## config.mk

```make
export PLATFORM = sky130hd
export DESIGN_NAME = mem_bus_arbiter_flat
export DESIGN_NICKNAME = d
export VERILOG_FILES = /design/src/rtl/mem_bus_arbiter_if.sv /design/src/rtl/mem_bus_arbiter.sv /design/src/flat_wrapper.sv
export SDC_FILE = /design/constraint.sdc
export NUM_CORES = 1
export LEC_CHECK = 0
export ABC_AREA = 1
export BUFFER_PORTS_ARGS = -buffer_cell sky130_fd_sc_hd__buf_4
export CAP_MARGIN = 5
export CORE_AREA = 4 4 105 107
export DETAILED_ROUTE_END_ITERATION = 10
export DIE_AREA = 0 0 109 111
export PLACE_DENSITY = 0.62
export SLEW_MARGIN = 20
export SYNTH_ARGS = -nofsm -noshare
export SYNTH_HDL_FRONTEND = slang
export SYNTH_SLANG_ARGS = --single-unit
```

## constraint.sdc

```tcl
create_clock -name clk -period 1.45 [get_ports clk]
set_clock_uncertainty 0.2 [all_clocks]
set_input_delay 0.145 -clock clk [delete_from_list [all_inputs] [get_ports clk]]
set_output_delay 0.145 -clock clk [all_outputs]
set_load 0.01 [all_outputs]
```

## src/rtl/mem_bus_arbiter_if.sv

```systemverilog
// Bus bundle between the two core masters, the arbiter and the single-port memory.
interface mem_bus_arbiter_if #(
  parameter int AW = 32,
  parameter int DW = 32
);
  logic          m0_req;
  logic [AW-1:0] m0_addr;
  logic          m0_gnt;
  logic          m0_rvalid;
  logic [DW-1:0] m0_rdata;

  logic            m1_req;
  logic            m1_we;
  logic [AW-1:0]   m1_addr;
  logic [DW-1:0]   m1_wdata;
  logic [DW/8-1:0] m1_wmask;
  logic            m1_gnt;
  logic            m1_rvalid;
  logic [DW-1:0]   m1_rdata;

  logic            mem_ce;
  logic            mem_we;
  logic [AW-1:0]   mem_addr;
  logic [DW-1:0]   mem_wdata;
  logic [DW/8-1:0] mem_wmask;
  logic [DW-1:0]   mem_rdata;

  logic hold_o;

  modport slave (
    input  m0_req, m0_addr, m1_req, m1_we, m1_addr, m1_wdata, m1_wmask, mem_rdata,
    output m0_gnt, m0_rvalid, m0_rdata, m1_gnt, m1_rvalid, m1_rdata,
    output mem_ce, mem_we, mem_addr, mem_wdata, mem_wmask, hold_o
  );

  modport master (
    output m0_req, m0_addr, m1_req, m1_we, m1_addr, m1_wdata, m1_wmask, mem_rdata,
    input  m0_gnt, m0_rvalid, m0_rdata, m1_gnt, m1_rvalid, m1_rdata,
    input  mem_ce, mem_we, mem_addr, mem_wdata, mem_wmask, hold_o
  );
endinterface

```

## src/rtl/mem_bus_arbiter.sv

```systemverilog
// Two-master arbiter (fetch m0, load/store m1) for one single-port memory with 1-cycle reads.
// Optional macro ARB_RR_EN swaps fixed m1 priority + starvation counter for round-robin.
module mem_bus_arbiter #(
  parameter int AW         = 32,
  parameter int DW         = 32,
  parameter int STARVE_MAX = 4
) (
  input logic             clk,
  input logic             rst,
  mem_bus_arbiter_if.slave bus
);
  localparam int MW = DW / 8;

  logic m0_win;
  logic m1_win;
  logic rsp_m0_d, rsp_m0_q;
  logic rsp_m1_d, rsp_m1_q;

`ifdef ARB_RR_EN
  // 1 = m1 was granted last; reset value lets m0 win the first conflict.
  logic last_gnt_d, last_gnt_q;
`else
  localparam logic [3:0] STARVE_LIM = 4'(STARVE_MAX);
  logic [3:0] starve_cnt_d, starve_cnt_q;
`endif

  // Grant decision: single requester passes straight through, conflicts use priority state.
  always_comb begin
    m0_win = 1'b0;
    m1_win = 1'b0;
    if (rst) begin
      m0_win = 1'b0;
      m1_win = 1'b0;
    end else if (bus.m0_req && bus.m1_req) begin
`ifdef ARB_RR_EN
      if (last_gnt_q) begin
        m0_win = 1'b1;
      end else begin
        m1_win = 1'b1;
      end
`else
      if (starve_cnt_q == STARVE_LIM) begin
        m0_win = 1'b1;
      end else begin
        m1_win = 1'b1;
      end
`endif
    end else begin
      m0_win = bus.m0_req;
      m1_win = bus.m1_req;
    end
  end

  // Memory-side mux; fetch is always a read, idle bus is all zeros.
  always_comb begin
    bus.mem_ce    = 1'b0;
    bus.mem_we    = 1'b0;
    bus.mem_addr  = {AW{1'b0}};
    bus.mem_wdata = {DW{1'b0}};
    bus.mem_wmask = {MW{1'b0}};
    if (m0_win) begin
      bus.mem_ce   = 1'b1;
      bus.mem_addr = bus.m0_addr;
    end else if (m1_win) begin
      bus.mem_ce    = 1'b1;
      bus.mem_we    = bus.m1_we;
      bus.mem_addr  = bus.m1_addr;
      bus.mem_wdata = bus.m1_wdata;
      bus.mem_wmask = bus.m1_wmask;
    end else begin
      bus.mem_ce = 1'b0;
    end
  end

  // Next-state for response tags and priority state.
  always_comb begin
    rsp_m0_d = m0_win;
    rsp_m1_d = m1_win & ~bus.m1_we;
`ifdef ARB_RR_EN
    if (m0_win) begin
      last_gnt_d = 1'b0;
    end else if (m1_win) begin
      last_gnt_d = 1'b1;
    end else begin
      last_gnt_d = last_gnt_q;
    end
`else
    if (!bus.m0_req || m0_win) begin
      starve_cnt_d = 4'd0;
    end else if (starve_cnt_q < STARVE_LIM) begin
      starve_cnt_d = starve_cnt_q + 4'd1;
    end else begin
      starve_cnt_d = starve_cnt_q;
    end
`endif
  end

  // State registers; reset drops any read tagged in the preceding cycle.
  always_ff @(posedge clk) begin
    if (rst) begin
      rsp_m0_q <= 1'b0;
      rsp_m1_q <= 1'b0;
`ifdef ARB_RR_EN
      last_gnt_q <= 1'b1;
`else
      starve_cnt_q <= 4'd0;
`endif
    end else begin
      rsp_m0_q <= rsp_m0_d;
      rsp_m1_q <= rsp_m1_d;
`ifdef ARB_RR_EN
      last_gnt_q <= last_gnt_d;
`else
      starve_cnt_q <= starve_cnt_d;
`endif
    end
  end

  assign bus.m0_gnt    = m0_win;
  assign bus.m1_gnt    = m1_win;
  assign bus.hold_o    = bus.m0_req & ~m0_win & ~rst;
  assign bus.m0_rvalid = rsp_m0_q;
  assign bus.m1_rvalid = rsp_m1_q;
  assign bus.m0_rdata  = rsp_m0_q ? bus.mem_rdata : {DW{1'b0}};
  assign bus.m1_rdata  = rsp_m1_q ? bus.mem_rdata : {DW{1'b0}};
endmodule

```

## src/flat_wrapper.sv

```systemverilog
// flat-port wrapper written by rule: the top's interface ports become plain ports
module mem_bus_arbiter_flat 
#(
  parameter int AW         = 32,
  parameter int DW         = 32,
  parameter int STARVE_MAX = 4
)
  (clk, rst, bus_m0_req, bus_m0_addr, bus_m1_req, bus_m1_we, bus_m1_addr, bus_m1_wdata, bus_m1_wmask, bus_mem_rdata, bus_m0_gnt, bus_m0_rvalid, bus_m0_rdata, bus_m1_gnt, bus_m1_rvalid, bus_m1_rdata, bus_mem_ce, bus_mem_we, bus_mem_addr, bus_mem_wdata, bus_mem_wmask, bus_hold_o);
  mem_bus_arbiter_if #(.AW(AW), .DW(DW)) bus_i ();
  input logic clk;
  input logic rst;
  input wire logic [$bits(bus_i.m0_req)-1:0] bus_m0_req;
  input wire logic [$bits(bus_i.m0_addr)-1:0] bus_m0_addr;
  input wire logic [$bits(bus_i.m1_req)-1:0] bus_m1_req;
  input wire logic [$bits(bus_i.m1_we)-1:0] bus_m1_we;
  input wire logic [$bits(bus_i.m1_addr)-1:0] bus_m1_addr;
  input wire logic [$bits(bus_i.m1_wdata)-1:0] bus_m1_wdata;
  input wire logic [$bits(bus_i.m1_wmask)-1:0] bus_m1_wmask;
  input wire logic [$bits(bus_i.mem_rdata)-1:0] bus_mem_rdata;
  output wire logic [$bits(bus_i.m0_gnt)-1:0] bus_m0_gnt;
  output wire logic [$bits(bus_i.m0_rvalid)-1:0] bus_m0_rvalid;
  output wire logic [$bits(bus_i.m0_rdata)-1:0] bus_m0_rdata;
  output wire logic [$bits(bus_i.m1_gnt)-1:0] bus_m1_gnt;
  output wire logic [$bits(bus_i.m1_rvalid)-1:0] bus_m1_rvalid;
  output wire logic [$bits(bus_i.m1_rdata)-1:0] bus_m1_rdata;
  output wire logic [$bits(bus_i.mem_ce)-1:0] bus_mem_ce;
  output wire logic [$bits(bus_i.mem_we)-1:0] bus_mem_we;
  output wire logic [$bits(bus_i.mem_addr)-1:0] bus_mem_addr;
  output wire logic [$bits(bus_i.mem_wdata)-1:0] bus_mem_wdata;
  output wire logic [$bits(bus_i.mem_wmask)-1:0] bus_mem_wmask;
  output wire logic [$bits(bus_i.hold_o)-1:0] bus_hold_o;
  assign bus_i.m0_req = bus_m0_req;
  assign bus_i.m0_addr = bus_m0_addr;
  assign bus_i.m1_req = bus_m1_req;
  assign bus_i.m1_we = bus_m1_we;
  assign bus_i.m1_addr = bus_m1_addr;
  assign bus_i.m1_wdata = bus_m1_wdata;
  assign bus_i.m1_wmask = bus_m1_wmask;
  assign bus_i.mem_rdata = bus_mem_rdata;
  assign bus_m0_gnt = bus_i.m0_gnt;
  assign bus_m0_rvalid = bus_i.m0_rvalid;
  assign bus_m0_rdata = bus_i.m0_rdata;
  assign bus_m1_gnt = bus_i.m1_gnt;
  assign bus_m1_rvalid = bus_i.m1_rvalid;
  assign bus_m1_rdata = bus_i.m1_rdata;
  assign bus_mem_ce = bus_i.mem_ce;
  assign bus_mem_we = bus_i.mem_we;
  assign bus_mem_addr = bus_i.mem_addr;
  assign bus_mem_wdata = bus_i.mem_wdata;
  assign bus_mem_wmask = bus_i.mem_wmask;
  assign bus_hold_o = bus_i.hold_o;
  mem_bus_arbiter #(.AW(AW), .DW(DW), .STARVE_MAX(STARVE_MAX)) u_core (.clk(clk), .rst(rst), .bus(bus_i));
endmodule
```

==> impl_metrics.env <==
export IMPL_status="finished, violations left"
export IMPL_violations="negative setup slack"
export IMPL_initial_core_util=0.161
export IMPL_synth_cells=362
export IMPL_worstMarginPinSlew_ns=0.182
export IMPL_finalSetupViolations=72
export IMPL_grt_pass1_wl_um=13100
export IMPL_synth_seq_cells=6
export IMPL_clock_root_buffer="clkbuf_8"
export IMPL_drive_gt1_frac=0.521
export IMPL_dieArea_um2=12100
export IMPL_drc=0
export IMPL_cts_buffers=3
export IMPL_preCtsSetupSlack_ns=-0.124
export IMPL_routedWlPerCell_um=11.4
export IMPL_htreeDepth=1
export IMPL_clk_pin_slew_worst_paths_ns=0.04
export IMPL_vias_per_cell=3.95
export IMPL_diodes=0
export IMPL_via_count=3039
export IMPL_syn2layout_area_growth_pct=156
export IMPL_fin_util=0.411
export IMPL_rsz0062_at_grt="true"
export IMPL_critPathMaxFanout=28
export IMPL_post_route_period_util=1.25
export IMPL_drv_cap=0
export IMPL_drt_pass1_iter_count=4
export IMPL_setup_ws_ns=-0.363
export IMPL_antenna_left=0
export IMPL_multi_input_area_um2=1090
export IMPL_yosys_top_cells_area="inv_1 25%, nand2_1 23%, nand3_1 20%, nor2_1 8.3%, dfxtp_1 7.4%"
export IMPL_setup_tns_ns=-23.41
export IMPL_synth_fp_nets=501
export IMPL_min_to="u_core.starve_cnt_q[3]"
export IMPL_power_leakage_uw=0.00289
export IMPL_syn_area_um2=1630
export IMPL_cp_start_kind="flop"
export IMPL_cts_tree="done"
export IMPL_seq_area_frac_synth=0.0738
export IMPL_wl_um=8800
export IMPL_die_x_um=109
export IMPL_crit_required_ns=1.11
export IMPL_gr_total_overflow=0
export IMPL_ff_latch_area_um2=123
export IMPL_grt_usage=0.130
export IMPL_fmax_ghz=0.552
export IMPL_io_buffers=275
export IMPL_grt_max_degree=36
export IMPL_rows=37
export IMPL_io_pins=276
export IMPL_critPathArrivalTime_ns=1.47
export IMPL_grt_pass1_vias=2876
export IMPL_nFillCells=1055
export IMPL_hold_path_class="input port to flop"
export IMPL_worstReg2RegEnd="u_core.starve_cnt_q[0]"
export IMPL_reg2reg_depth=7
export IMPL_rrSetupSlack_ns=0.08
export IMPL_ys_warn_count=0
export IMPL_hold_viol_final=0
export IMPL_nets=775
export IMPL_synth_area_leader_cell="inv_1"
export IMPL_core_um2=10100
export IMPL_clockBufferDepth=2
export IMPL_yosysTopAreaCellShare=0.254
export IMPL_ys_types=15
export IMPL_endpoint_kind="primary output"
export IMPL_hp_start="bus_m1_req"
export IMPL_ir_drop_mv=0.261
export IMPL_hpwl_um=7570
export IMPL_fin_area_um2=4170
export IMPL_place_gp_congestion=0.790
export IMPL_min_period_ns=1.81
export IMPL_syn_avg_cell_area_um2=4.50
export IMPL_clock_latency_ns=0.23
export IMPL_path_class="flop to primary output"
export IMPL_cts_sinks=6
export IMPL_r2r_start="u_core.starve_cnt_q[1]"
export IMPL_placed_area_um2=4030
export IMPL_worst_hold_path_num_cells=3
export IMPL_pwr_density_cell_nw_per_um2=325
export IMPL_fp_dieH_um=111
export IMPL_antenna_found_initial=0
export IMPL_slew_violations=0
export IMPL_drtIter0Drc=223
export IMPL_relSlewSlack=0.878
## synth_stat cells
cell	count
a21oi_1	4
buf_1	1
buf_2	11
buf_6	2
clkbuf_1	8
dfxtp_1	6
ha_1	2
inv_1	110
inv_2	2
nand2_1	101
nand3_1	66
nand4_1	2
nor2_1	36
nor2_2	10
nor2_4	1
## flip-flops by register name, indices dropped and copies added, names as in the netlist
register,count
u_core.bus.m0_rvalid,1
u_core.bus.m1_rvalid,1
u_core.starve_cnt_q,4
## through the flow
step / power [uW] / std cells / hold slack, ns
global placement: 1080 / 765 / 0.117
global route: 1460 / 770 / 0.0519
detailed placement: 1090 / 765 / 0.118
finish: 1360 / 770 / 0.0360
CTS: 1380 / 770 / 0.0317
floorplan: 504 / 362 / 0.0174
## cells in the final DEF (no fill, tap or decap), types with 3 or more instances in the layout
| master | count |
|---|---|
| a21oi_1 | 3 |
| clkbuf_8 | 3 |
| nor2_1 | 19 |
| dfxtp_1 | 4 |
| nand2_1 | 99 |
| inv_1 | 108 |
| buf_4 | 268 |
| nand3_1 | 66 |
| buf_12 | 6 |
| buf_6 | 15 |
| nor2_4 | 10 |
| nor2_2 | 18 |
| inv_2 | 4 |
## how the worst max path moves through the flow
stage               slack [ns]  cells after the start           endpoint                    from
global route             -0.49                      7   bus_mem_addr[12]  u_core.starve_cnt_q[1]
floorplan                -0.08                      7  bus_mem_wdata[25]  u_core.starve_cnt_q[0]
detailed placement       -0.12                      7   bus_mem_addr[15]  u_core.starve_cnt_q[0]
finish                   -0.36                      7   bus_mem_wdata[8]  u_core.starve_cnt_q[1]
global placement         -0.10                      7   bus_mem_wdata[8]  u_core.starve_cnt_q[1]
CTS                      -0.38                      7   bus_mem_addr[15]  u_core.starve_cnt_q[1]
## what timing repair did
| item | 4_1_cts | 5_1_grt |
|---|---|---|
| resized for setup | 15 | 4 |
| pin swaps | 1 | 0 |
| hold endpoints to repair | 2 | 0 |
| hold buffers | 2 | 0 |
| gates cloned | 0 | 0 |
| endpoints found under the setup margin | 72 | 75 |
| setup buffers | 0 | 0 |
## routing by layer
metal / vias to the layer above / share of wire / track usage
met1: 1283 / 0.34 / 0.136
met2: 173 / 0.52 / 0.249
li1: 1573 / - / -
met5: - / 0 / 0
met4: 0 / 0.016 / 0.0354
met3: 10 / 0.13 / 0.0332
## critical path, cell delays in order (launching register included)
cell,delay [ns]
dfxtp_2,0.32
inv_2,0.07
ha_4,0.13
nand4_1,0.15
nand2_2,0.16
buf_12,0.20
nor2_1,0.06
buf_4,0.14
## logic make-up after synthesis
kind of cell | Yosys count | synth area share
AOI/OAI and AO/OA | 4 | 0.0123
adders and majority gates | 2 | 0.0154
buffers and inverters | 134 | 0.327
DFF | 6 | 0.0738
and+or+nand+nor | 216 | 0.572
## power by group
part	total (uW)	internal, uW	switching, uW
clock	257	179	77.7
sequential	173	170	2.69
combinational	927	530	397
## area by class of cell
type | count | share of cell area
repair buffers | 291 | 0.557
multi-input cells | 222 | 0.262
inverters | 112 | 0.101
well taps | 136 | 0.0408
flip-flops and latches | 6 | 0.0294
clock buffers | 3 | 0.00991
Power figures use the tool's default switching activity.
